===== config.mk =====
export PLATFORM = sky130hd
export DESIGN_NAME = spi_sprite_receiver
export DESIGN_NICKNAME = d
export VERILOG_FILES = /design/src/rtl/spi_pkg.sv /design/src/rtl/spi_input_sync.sv /design/src/rtl/spi_sprite_receiver.sv
export SDC_FILE = /design/constraint.sdc
export NUM_CORES = 1
export LEC_CHECK = 0
export BUFFER_PORTS_ARGS = -buffer_cell sky130_fd_sc_hd__buf_2
export CORE_MARGIN = 2
export CORE_UTILIZATION = 46
export CTS_CLUSTER_DIAMETER = 50
export CTS_CLUSTER_SIZE = 8
export DETAILED_ROUTE_END_ITERATION = 10
export GPL_TIMING_DRIVEN = 0
export PLACE_DENSITY = 0.67
export SLEW_MARGIN = 0
export SYNTH_ARGS = -nofsm -noshare
export SYNTH_HDL_FRONTEND = slang
export SYNTH_SLANG_ARGS = --single-unit

===== constraint.sdc =====
create_clock -name clock -period 1.7 [get_ports clock]
set_input_delay 0.17 -clock clock [delete_from_list [all_inputs] [get_ports clock]]
set_output_delay 0.17 -clock clock [all_outputs]
set_load 0.05 [all_outputs]

===== src/rtl/spi_pkg.sv =====
// Shared types and constants for the SPI sprite receive path.
// Imported by the synchroniser and the receiver top level.
package spi_pkg;

    localparam int         SPI_BYTE_W   = 8;
    localparam int         RECORD_BYTES = 6;
    localparam logic [7:0] CMD_SPRITE   = 8'h01;

    typedef enum logic [2:0] {
        ST_IDLE,
        ST_CMD,
        ST_PAYLOAD,
        ST_DISCARD,
        ST_FLUSH
    } spi_rx_state_t;

endpackage


===== src/rtl/spi_input_sync.sv =====
// Multi-stage synchroniser for an asynchronous SPI line.
// Adds registered rise/fall pulses and a configurable reset level.
module spi_input_sync
    import spi_pkg::*;
#(
    parameter int   STAGES    = 2,
    parameter logic RESET_VAL = 1'b0
) (
    input  logic clock,
    input  logic reset_n,
    input  logic din,
    output logic level,
    output logic rise,
    output logic fall
);

    logic [STAGES-1:0] sync_q;
    logic              prev_q;

    always_ff @(posedge clock or negedge reset_n) begin
        if (!reset_n) begin
            sync_q <= {STAGES{RESET_VAL}};
            prev_q <= RESET_VAL;
            rise   <= 1'b0;
            fall   <= 1'b0;
        end else begin
            sync_q[0] <= din;
            for (int i = 1; i < STAGES; i++) begin
                sync_q[i] <= sync_q[i-1];
            end
            prev_q <= sync_q[STAGES-1];
            rise   <= sync_q[STAGES-1] & ~prev_q;
            fall   <= ~sync_q[STAGES-1] & prev_q;
        end
    end

    assign level = sync_q[STAGES-1];

endmodule


===== src/rtl/spi_sprite_receiver.sv =====
// SPI-slave front end: deserialises MSB-first bytes, decodes the command
// header and forwards sprite payload bytes to the sprite queue.
module spi_sprite_receiver
    import spi_pkg::*;
#(
    parameter int         SYNC_STAGES  = 2,
    parameter int         RECORD_BYTES = spi_pkg::RECORD_BYTES,
    parameter logic [7:0] CMD_SPRITE   = spi_pkg::CMD_SPRITE
) (
    input  logic                  clock,
    input  logic                  reset_n,
    input  logic                  spi_sck,
    input  logic                  spi_mosi,
    input  logic                  spi_cs_n,
    output logic                  data_clk,
    output logic                  enqueue_en,
    output logic [SPI_BYTE_W-1:0] enqueue_data,
    output logic                  frame_error,
    output logic [7:0]            record_count
);

    localparam int IDX_W = (RECORD_BYTES > 1) ? $clog2(RECORD_BYTES) : 1;
    localparam logic [IDX_W-1:0] IDX_LAST = IDX_W'(RECORD_BYTES - 1);

    logic sck_lvl;
    logic sck_rise;
    logic sck_fall;
    logic cs_lvl;
    logic cs_rise;
    logic cs_fall;
    logic unused_sync;

    // Synchronisers reset to 0 so a CS held low across reset is no frame start
    spi_input_sync #(
        .STAGES    (SYNC_STAGES),
        .RESET_VAL (1'b0)
    ) u_sck_sync (
        .clock   (clock),
        .reset_n (reset_n),
        .din     (spi_sck),
        .level   (sck_lvl),
        .rise    (sck_rise),
        .fall    (sck_fall)
    );

    spi_input_sync #(
        .STAGES    (SYNC_STAGES),
        .RESET_VAL (1'b0)
    ) u_cs_sync (
        .clock   (clock),
        .reset_n (reset_n),
        .din     (spi_cs_n),
        .level   (cs_lvl),
        .rise    (cs_rise),
        .fall    (cs_fall)
    );

    assign unused_sync = ^{sck_lvl, sck_fall, cs_lvl};

    logic [SYNC_STAGES-1:0] mosi_q;
    logic                   mosi_s;

    always_ff @(posedge clock or negedge reset_n) begin
        if (!reset_n) begin
            mosi_q <= '0;
        end else begin
            mosi_q[0] <= spi_mosi;
            for (int i = 1; i < SYNC_STAGES; i++) begin
                mosi_q[i] <= mosi_q[i-1];
            end
        end
    end

    assign mosi_s = mosi_q[SYNC_STAGES-1];

    spi_rx_state_t         state_q;
    spi_rx_state_t         state_n;
    logic [SPI_BYTE_W-1:0] shift_q;
    logic [SPI_BYTE_W-1:0] next_byte;
    logic [2:0]            bit_cnt_q;
    logic [IDX_W-1:0]      rec_idx_q;
    logic                  pend_q;
    logic                  pend_n;
    logic                  byte_done;
    logic                  capture;
    logic                  start;
    logic                  push;
    logic                  flush;
    logic                  err_set;

    assign next_byte = {shift_q[SPI_BYTE_W-2:0], mosi_s};
    assign byte_done = sck_rise && (bit_cnt_q == 3'd7);
    assign capture   = sck_rise &&
                       (state_q inside {ST_CMD, ST_PAYLOAD, ST_DISCARD});

    always_comb begin
        state_n = state_q;
        pend_n  = pend_q;
        start   = 1'b0;
        push    = 1'b0;
        flush   = 1'b0;
        err_set = 1'b0;
        unique case (state_q)
            ST_IDLE: begin
                if (cs_fall || pend_q) begin
                    state_n = ST_CMD;
                    pend_n  = 1'b0;
                    start   = 1'b1;
                end
            end
            ST_CMD: begin
                if (cs_rise) begin
                    state_n = ST_IDLE;
                    err_set = (bit_cnt_q != 3'd0);
                end else if (byte_done) begin
                    state_n = (next_byte == CMD_SPRITE) ? ST_PAYLOAD
                                                        : ST_DISCARD;
                end
            end
            ST_PAYLOAD: begin
                if (cs_rise) begin
                    err_set = (bit_cnt_q != 3'd0);
                    if (rec_idx_q != '0) begin
                        state_n = ST_FLUSH;
                        flush   = 1'b1;
                        err_set = 1'b1;
                    end else begin
                        state_n = ST_IDLE;
                    end
                end else if (byte_done) begin
                    push = 1'b1;
                end
            end
            ST_DISCARD: begin
                if (cs_rise) begin
                    state_n = ST_IDLE;
                    err_set = (bit_cnt_q != 3'd0);
                end
            end
            ST_FLUSH: begin
                state_n = ST_IDLE;
                if (cs_fall) begin
                    pend_n = 1'b1;
                end
            end
            default: begin
                state_n = ST_IDLE;
            end
        endcase
    end

    always_ff @(posedge clock or negedge reset_n) begin
        if (!reset_n) begin
            state_q <= ST_IDLE;
            pend_q  <= 1'b0;
        end else begin
            state_q <= state_n;
            pend_q  <= pend_n;
        end
    end

    always_ff @(posedge clock or negedge reset_n) begin
        if (!reset_n) begin
            shift_q      <= '0;
            bit_cnt_q    <= '0;
            rec_idx_q    <= '0;
            record_count <= '0;
            frame_error  <= 1'b0;
        end else if (start) begin
            bit_cnt_q    <= '0;
            rec_idx_q    <= '0;
            record_count <= '0;
            frame_error  <= 1'b0;
        end else begin
            if (capture) begin
                shift_q   <= next_byte;
                bit_cnt_q <= bit_cnt_q + 3'd1;
            end
            if (push) begin
                if (rec_idx_q == IDX_LAST) begin
                    rec_idx_q <= '0;
                    if (record_count != 8'hFF) begin
                        record_count <= record_count + 8'd1;
                    end
                end else begin
                    rec_idx_q <= rec_idx_q + IDX_W'(1);
                end
            end
            if (err_set) begin
                frame_error <= 1'b1;
            end
        end
    end

    // A flush strobe keeps the last byte on the bus and only drops enqueue_en
    always_ff @(posedge clock or negedge reset_n) begin
        if (!reset_n) begin
            data_clk     <= 1'b0;
            enqueue_en   <= 1'b0;
            enqueue_data <= '0;
        end else begin
            data_clk <= push | flush;
            if (push) begin
                enqueue_en   <= 1'b1;
                enqueue_data <= next_byte;
            end else if (flush) begin
                enqueue_en <= 1'b0;
            end
        end
    end

endmodule

* Word-level counts from Yosys, hierarchy flattened
Index checks and enable logic that the tools add are counted. W data, S select, Z words.
Storage, ports and cells: output and inout bits 19, memory bits (writable) 0, word-level logic and storage cells 97, latch bits 0, bits in read-only memories 0, flip-flop bits (word level) 47, input bits 5, memories kept 0
Cells by class: shifts and indexed selects 0, multiplexer cells 36, div/mod/pow operators 0, order comparisons 0, $add $sub $neg 3, bitwise logic cells 8, multiply operators 0, eq/ne operators 13, reduce and logical (&&, ||, !) cells 19
Operator list (number):
- $mux W3 | 11
- $mux W8 | 4
- $mux W1 | 18
- $reduce_bool A2 Y1 | 7
- $pmux W3 S4 | 1
- $eq A3 B3 Y1 const B | 3
- $reduce_bool A3 Y1 | 3
- $add A8 B1 Y8 const B | 1
- $eq A8 B1 Y1 const B | 1
- $ne A8 B8 Y1 const B | 1
- $add A3 B1 Y3 const B | 2
- $eq A3 B2 Y1 const B | 2
- $ne A2 B1 Y1 const B | 3
- $reduce_and A3 Y1 | 2
- $not A1 Y1 | 4
- $pmux W1 S2 | 2
- $reduce_and A4 Y1 | 1
- $and A1 B1 Y1 | 3
- $eq A3 B1 Y1 const B | 1
- $logic_not A3 Y1 | 1
- $ne A3 B2 Y1 const B | 1
- $logic_and A1 B1 Y1 | 2
- $ne A2 B2 Y1 const B | 1
- $reduce_and A2 Y1 | 1
- 3 further kinds | 3

* Logic depth before layout (Yosys ltp)
depth after elaboration 7, mapped depth 7

* Modules after synthesis
A second synthesis with hierarchy kept.
Unflattened totals: cell total of the unflattened synthesis 165, area, all modules 2020.7 µm²
Modules (own cells, without submodules):
- spi_sprite_receiver | times used 1, seq. area each 950.9 µm², cells an instance 151, area each 1740.4 µm²
- spi_input_sync | times used 2, seq. area each 125.1 µm², cells an instance 7, area each 140.1 µm²

* Worst setup path after synthesis
OpenSTA, ideal clock, no wires.
path type register -> register, start reg bit_cnt_q[0], end reg enqueue_data[3], slack -87 ps, buffers on the path 1, data arrival time 1662 ps, stages on the path, launching flop included 7, data required time 1575 ps, path through dfrtp_1 > ha_1 > ha_1 > and4b_1 > nand2_1 > buf_2 > mux2_2
On the way: cells in the longest elaborated chain, start to end 5
RTL lines:
- start: declaration | RTL line spi_sprite_receiver.sv:80 | logic [2:0] bit_cnt_q;
- start signal: assignment | RTL line spi_sprite_receiver.sv:177 | bit_cnt_q <= bit_cnt_q + 3'd1;
- $eq A3 B3 Y1 | RTL line spi_sprite_receiver.sv:92 | assign byte_done = sck_rise && (bit_cnt_q == 3'd7);
- $logic_and A1 B1 Y1 | RTL line spi_sprite_receiver.sv:92
- $mux W1 | RTL line spi_sprite_receiver.sv:130 | end else if (byte_done) begin
- $mux W1 | RTL line spi_sprite_receiver.sv:121 | if (cs_rise) begin
- $mux W1 | RTL line spi_sprite_receiver.sv:103 | unique case (state_q)
- end signal: assignment | RTL line spi_sprite_receiver.sv:205 | enqueue_data <= next_byte;
- end: declaration | RTL line spi_sprite_receiver.sv:17 | output logic [SPI_BYTE_W-1:0] enqueue_data,
Every way passes these cells. A chain may end at the register's enable or synchronous reset.

* Final worst setup path
start reg bit_cnt_q[1], end reg rec_idx_q[2]
On the way: cells in the longest elaborated chain, start to end 6
RTL lines:
- $eq A3 B3 Y1 | RTL line spi_sprite_receiver.sv:92
- $logic_and A1 B1 Y1 | RTL line spi_sprite_receiver.sv:92
- $mux W1 | RTL line spi_sprite_receiver.sv:130
- $mux W1 | RTL line spi_sprite_receiver.sv:121
- $mux W1 | RTL line spi_sprite_receiver.sv:103
- $reduce_bool A2 Y1 (no source line)
- end signal: assignment | RTL line spi_sprite_receiver.sv:186 | rec_idx_q <= rec_idx_q + IDX_W'(1);
- end: declaration | RTL line spi_sprite_receiver.sv:81 | logic [IDX_W-1:0] rec_idx_q;
Every way passes these cells.

==> metrics <==
violated checks=negative setup slack; total negative setup slack=-1.688 ns; Pwr per Cell Area=1058 nW/µm²; wire length of the first global-routing pass=6.009 mm; netlist area before placement=between 1500 and 2000 µm²; DRT iter0 DRCs=92; share of synthesized cell area in and, or, nand and nor gates=0.1446; number of port buffers=23; Hold Worst Slack=approximately 0.046 ns; most common library cell in the layout ignoring fill and taps=sky130_fd_sc_hd__dfrtp_1; critical-path maximum fanout=4; final count of pins violating max slew=0; Final setup violation count=19; fraction of the mapped netlist area in adder cells=0.02606; period utilization=1.100; total iterations of the first detailed-routing run=4; Diodes inserted=0; post-route worst setup slack=-0.1708 ns; number of synthesized register bits=47; type of element capturing the critical path=register; Synth-to-Final Area Change=27.75%; post-route minimum period=1.871 ns; net count after synthesis=164; cell area after layout=2454 µm²; floorplan core area=4000 µm²; buffer levels on the longest clock path=2; H-tree level count=2; maximum single-stage delay on the critical path=0.50 ns; Area after DPL=2122 µm²; Compound-Gate Fraction of Synth Area=0.09577; Ports=24; share of cells above drive strength 1=0.4030; worst-path cell with the longest stage delay=sky130_fd_sc_hd__or4b_4; Mean Syn Cell Area=12.39 µm²; worst-case clock skew=0.004940 ns; static leakage=1.191 nW; outcome=complete, but fails checks; clock buffers created by TritonCTS=5; root buffer cell=sky130_fd_sc_hd__clkbuf_8; total wirelength of the detailed-routed design=3.973 mm; largest voltage drop on the vdd net=approximately 0.72 mV; vias after detailed routing=around 1.4k; count of yosys warnings during synthesis=0; initial antenna violation count=0; die outline area=4708 µm²; distinct cell type count after synthesis=33; slack of the worst reg-to-reg path=-0.17 ns; maximum number of pins on one net before global-route repair=48; number of core rows=23; die outline width=68.62 µm; via count of the first global-routing pass=1327; Tot Pwr=between 2 and 3 mW; setup repair after global routing missed its margin=true; residual DRC count=0; largest family of logic cells by synthesized area=simple AND/OR/NAND/NOR gates; drt wl/cell=15.83 µm; GRT Util Overall=0.1783; sequential fraction of the synthesis area=0.6124; cell count after synthesis=155; DP Wirelength=between 2 and 3 mm; CTS tree=built; insertion delay to the later sink of the worst-skew pair=0.30 ns; post-synthesis share of cell area spent on xor and xnor gates=0.004560; endpoints failing hold=0; Post-layout nets=between 200 and 250; Critical Path Start Type=register; commonest cells after routing, fill and taps aside=44 x sky130_fd_sc_hd__dfrtp_1, 24 x sky130_fd_sc_hd__buf_2, 10 x sky130_fd_sc_hd__mux2_2, 10 x sky130_fd_sc_hd__buf_4, 8 x sky130_fd_sc_hd__nand2_1; maximum frequency from static timing analysis=0.5345 GHz; critical path required time=about 1.9 ns; Routed Antenna Nets=0; cells along the critical path=ha_2, ha_4, and4b_2, buf_4, nand2_4, or4b_4, a21oi_2; final core utilization=0.6134; post-DR vias/cell=approximately 5.6; mux contribution to synthesized area=0.09381; max-cap viol count=0; CP Data Arrival Time=2.10 ns; Clk pin slew, worst setup/hold paths=0.08 ns; depth of the most critical reg-to-reg path=7; effective utilization at floorplan=0.4801; final weighted congestion in routability-driven placement=0.7503; worst slew slack as a fraction of its limit=0.3118; Worst Path Class, Setup=register to register; worst slew pin tran=1.032 ns; total overflow reported by the global router=0; worst min-delay path class=input pin to async pin; total of fill cells in the finished design=316; # clock sinks=47; chip height=approximately 70 µm
flip-flops by register name, indices dropped and copies added, names as in the netlist:
name and cells:
rec_idx_q 3, frame_error 1, state_q 3, bit_cnt_q 3
enqueue_en 1, shift_q 7, data_clk 1, enqueue_data 8
u_sck_sync.sync_q 2, pend_q 1, record_count 8, u_cs_sync.fall 1
u_sck_sync.prev_q 1, u_cs_sync.sync_q 2, u_sck_sync.rise 1, u_cs_sync.prev_q 1
mosi_q 2, u_cs_sync.rise 1
cell families after synthesis:
logic type               Yosys count
buffers and inverters             11
flip-flops                        47
AO/OA/AOI/OAI                     29
adder cells (fa/ha/maj)            4
XOR/XNOR                           1
multiplexers                      16
AND/OR/NAND/NOR                   47
stage by stage:
stage          cells  setup WS [ns]
6_report         251        -0.1708
4_1_cts          241        -0.1438
5_1_grt          251        -0.2104
3_5_place_dp     228        -0.2470
2_1_floorplan    155       0.001365
3_3_place_gp     228        -0.1609
critical path: cells and delay by family, from the launching register on:
| family | cells | cell delay (ns) |
|---|---|---|
| AND/OR/NAND/NOR | 3 | 0.82 |
| buffers and inverters | 1 | 0.13 |
| adder cells (fa/ha/maj) | 2 | 0.34 |
| flip-flops | 1 | 0.36 |
| AO/OA/AOI/OAI | 1 | 0.14 |
repair_timing:
| action | 4_1_cts | 5_1_grt |
|---|---|---|
| hold buffers | 3 | 0 |
| cloned | 0 | 1 |
| setup buffers | 2 | 9 |
| endpoints found under the setup margin | 15 | 23 |
| pin swaps | 1 | 2 |
| resized for setup | 6 | 26 |
| hold endpoints to repair | 3 | 0 |
power by group:
part	total, mW	internal (mW)	leakage [nW]	switching [mW]
logic	0.514	0.245	0.528	0.269
registers	1.40	1.26	0.615	0.137
clock network	0.683	0.328	0.0482	0.355
per-layer routing:
metal | global-route usage | part of all wire | wire length [µm]
met5 | 0 | 0 | 0
met2 | 0.2704 | 0.50 | 1970
met4 | 0.09250 | 0.020 | 79
met3 | 0.06006 | 0.037 | 148
met1 | 0.2264 | 0.45 | 1774
cell type report:
cell class | count | area, µm² | share of cell area
Clock buffer | 7 | 86.33 | 0.03519
Tap cell | 50 | 62.56 | 0.02550
Inverter | 7 | 26.28 | 0.01071
Clock inverter | 1 | 5.005 | 0.002040
Sequential cell | 47 | 1180 | 0.4809
Buffer | 4 | 36.28 | 0.01479
Timing Repair Buffer | 38 | 242.7 | 0.09893
Multi-Input combinational cell | 97 | 814.5 | 0.3320
worst paths after layout:
kind                               from               to
setup reg to reg           bit_cnt_q[1]     rec_idx_q[2]
hold reg to reg               mosi_q[0]        mosi_q[1]
setup / recovery           bit_cnt_q[1]     rec_idx_q[2]
max in group asynchronous       reset_n  record_count[1]
hold / removal                  reset_n  enqueue_data[6]
min in group clock            mosi_q[0]        mosi_q[1]
cell usage after synthesis:
library cell / instances / area share
sky130_fd_sc_hd__or3_1: 2 / 0.0065
sky130_fd_sc_hd__clkbuf_1: 2 / 0.0039
sky130_fd_sc_hd__buf_2: 2 / 0.0052
sky130_fd_sc_hd__nor2b_1: 6 / 0.020
sky130_fd_sc_hd__nand4_2: 1 / 0.0065
sky130_fd_sc_hd__o21ai_0: 7 / 0.018
sky130_fd_sc_hd__nor2_1: 7 / 0.014
sky130_fd_sc_hd__nand3_1: 4 / 0.010
sky130_fd_sc_hd__or4_1: 3 / 0.012
sky130_fd_sc_hd__nand4_1: 2 / 0.0065
sky130_fd_sc_hd__a31oi_1: 1 / 0.0033
sky130_fd_sc_hd__nor3b_2: 1 / 0.0065
sky130_fd_sc_hd__mux2_2: 16 / 0.094
sky130_fd_sc_hd__xnor2_1: 1 / 0.0046
sky130_fd_sc_hd__o31ai_1: 6 / 0.023
sky130_fd_sc_hd__nor3_1: 3 / 0.0078
sky130_fd_sc_hd__nor4b_1: 1 / 0.0046
sky130_fd_sc_hd__ha_1: 4 / 0.026
sky130_fd_sc_hd__and3_1: 2 / 0.0065
sky130_fd_sc_hd__nor4_1: 1 / 0.0033
sky130_fd_sc_hd__dfrtp_1: 47 / 0.61
sky130_fd_sc_hd__o211ai_1: 2 / 0.0078
sky130_fd_sc_hd__inv_1: 7 / 0.014
sky130_fd_sc_hd__o21a_1: 1 / 0.0039
sky130_fd_sc_hd__o311ai_0: 2 / 0.0091
sky130_fd_sc_hd__nand3b_1: 1 / 0.0039
sky130_fd_sc_hd__nand2_1: 9 / 0.018
sky130_fd_sc_hd__nand2b_1: 1 / 0.0033
sky130_fd_sc_hd__and4b_1: 1 / 0.0052
sky130_fd_sc_hd__or4bb_1: 1 / 0.0059
sky130_fd_sc_hd__o41ai_1: 2 / 0.0091
sky130_fd_sc_hd__or4b_1: 1 / 0.0052
sky130_fd_sc_hd__a21oi_1: 8 / 0.021
Note: power is estimated with default switching activity, not from simulation.
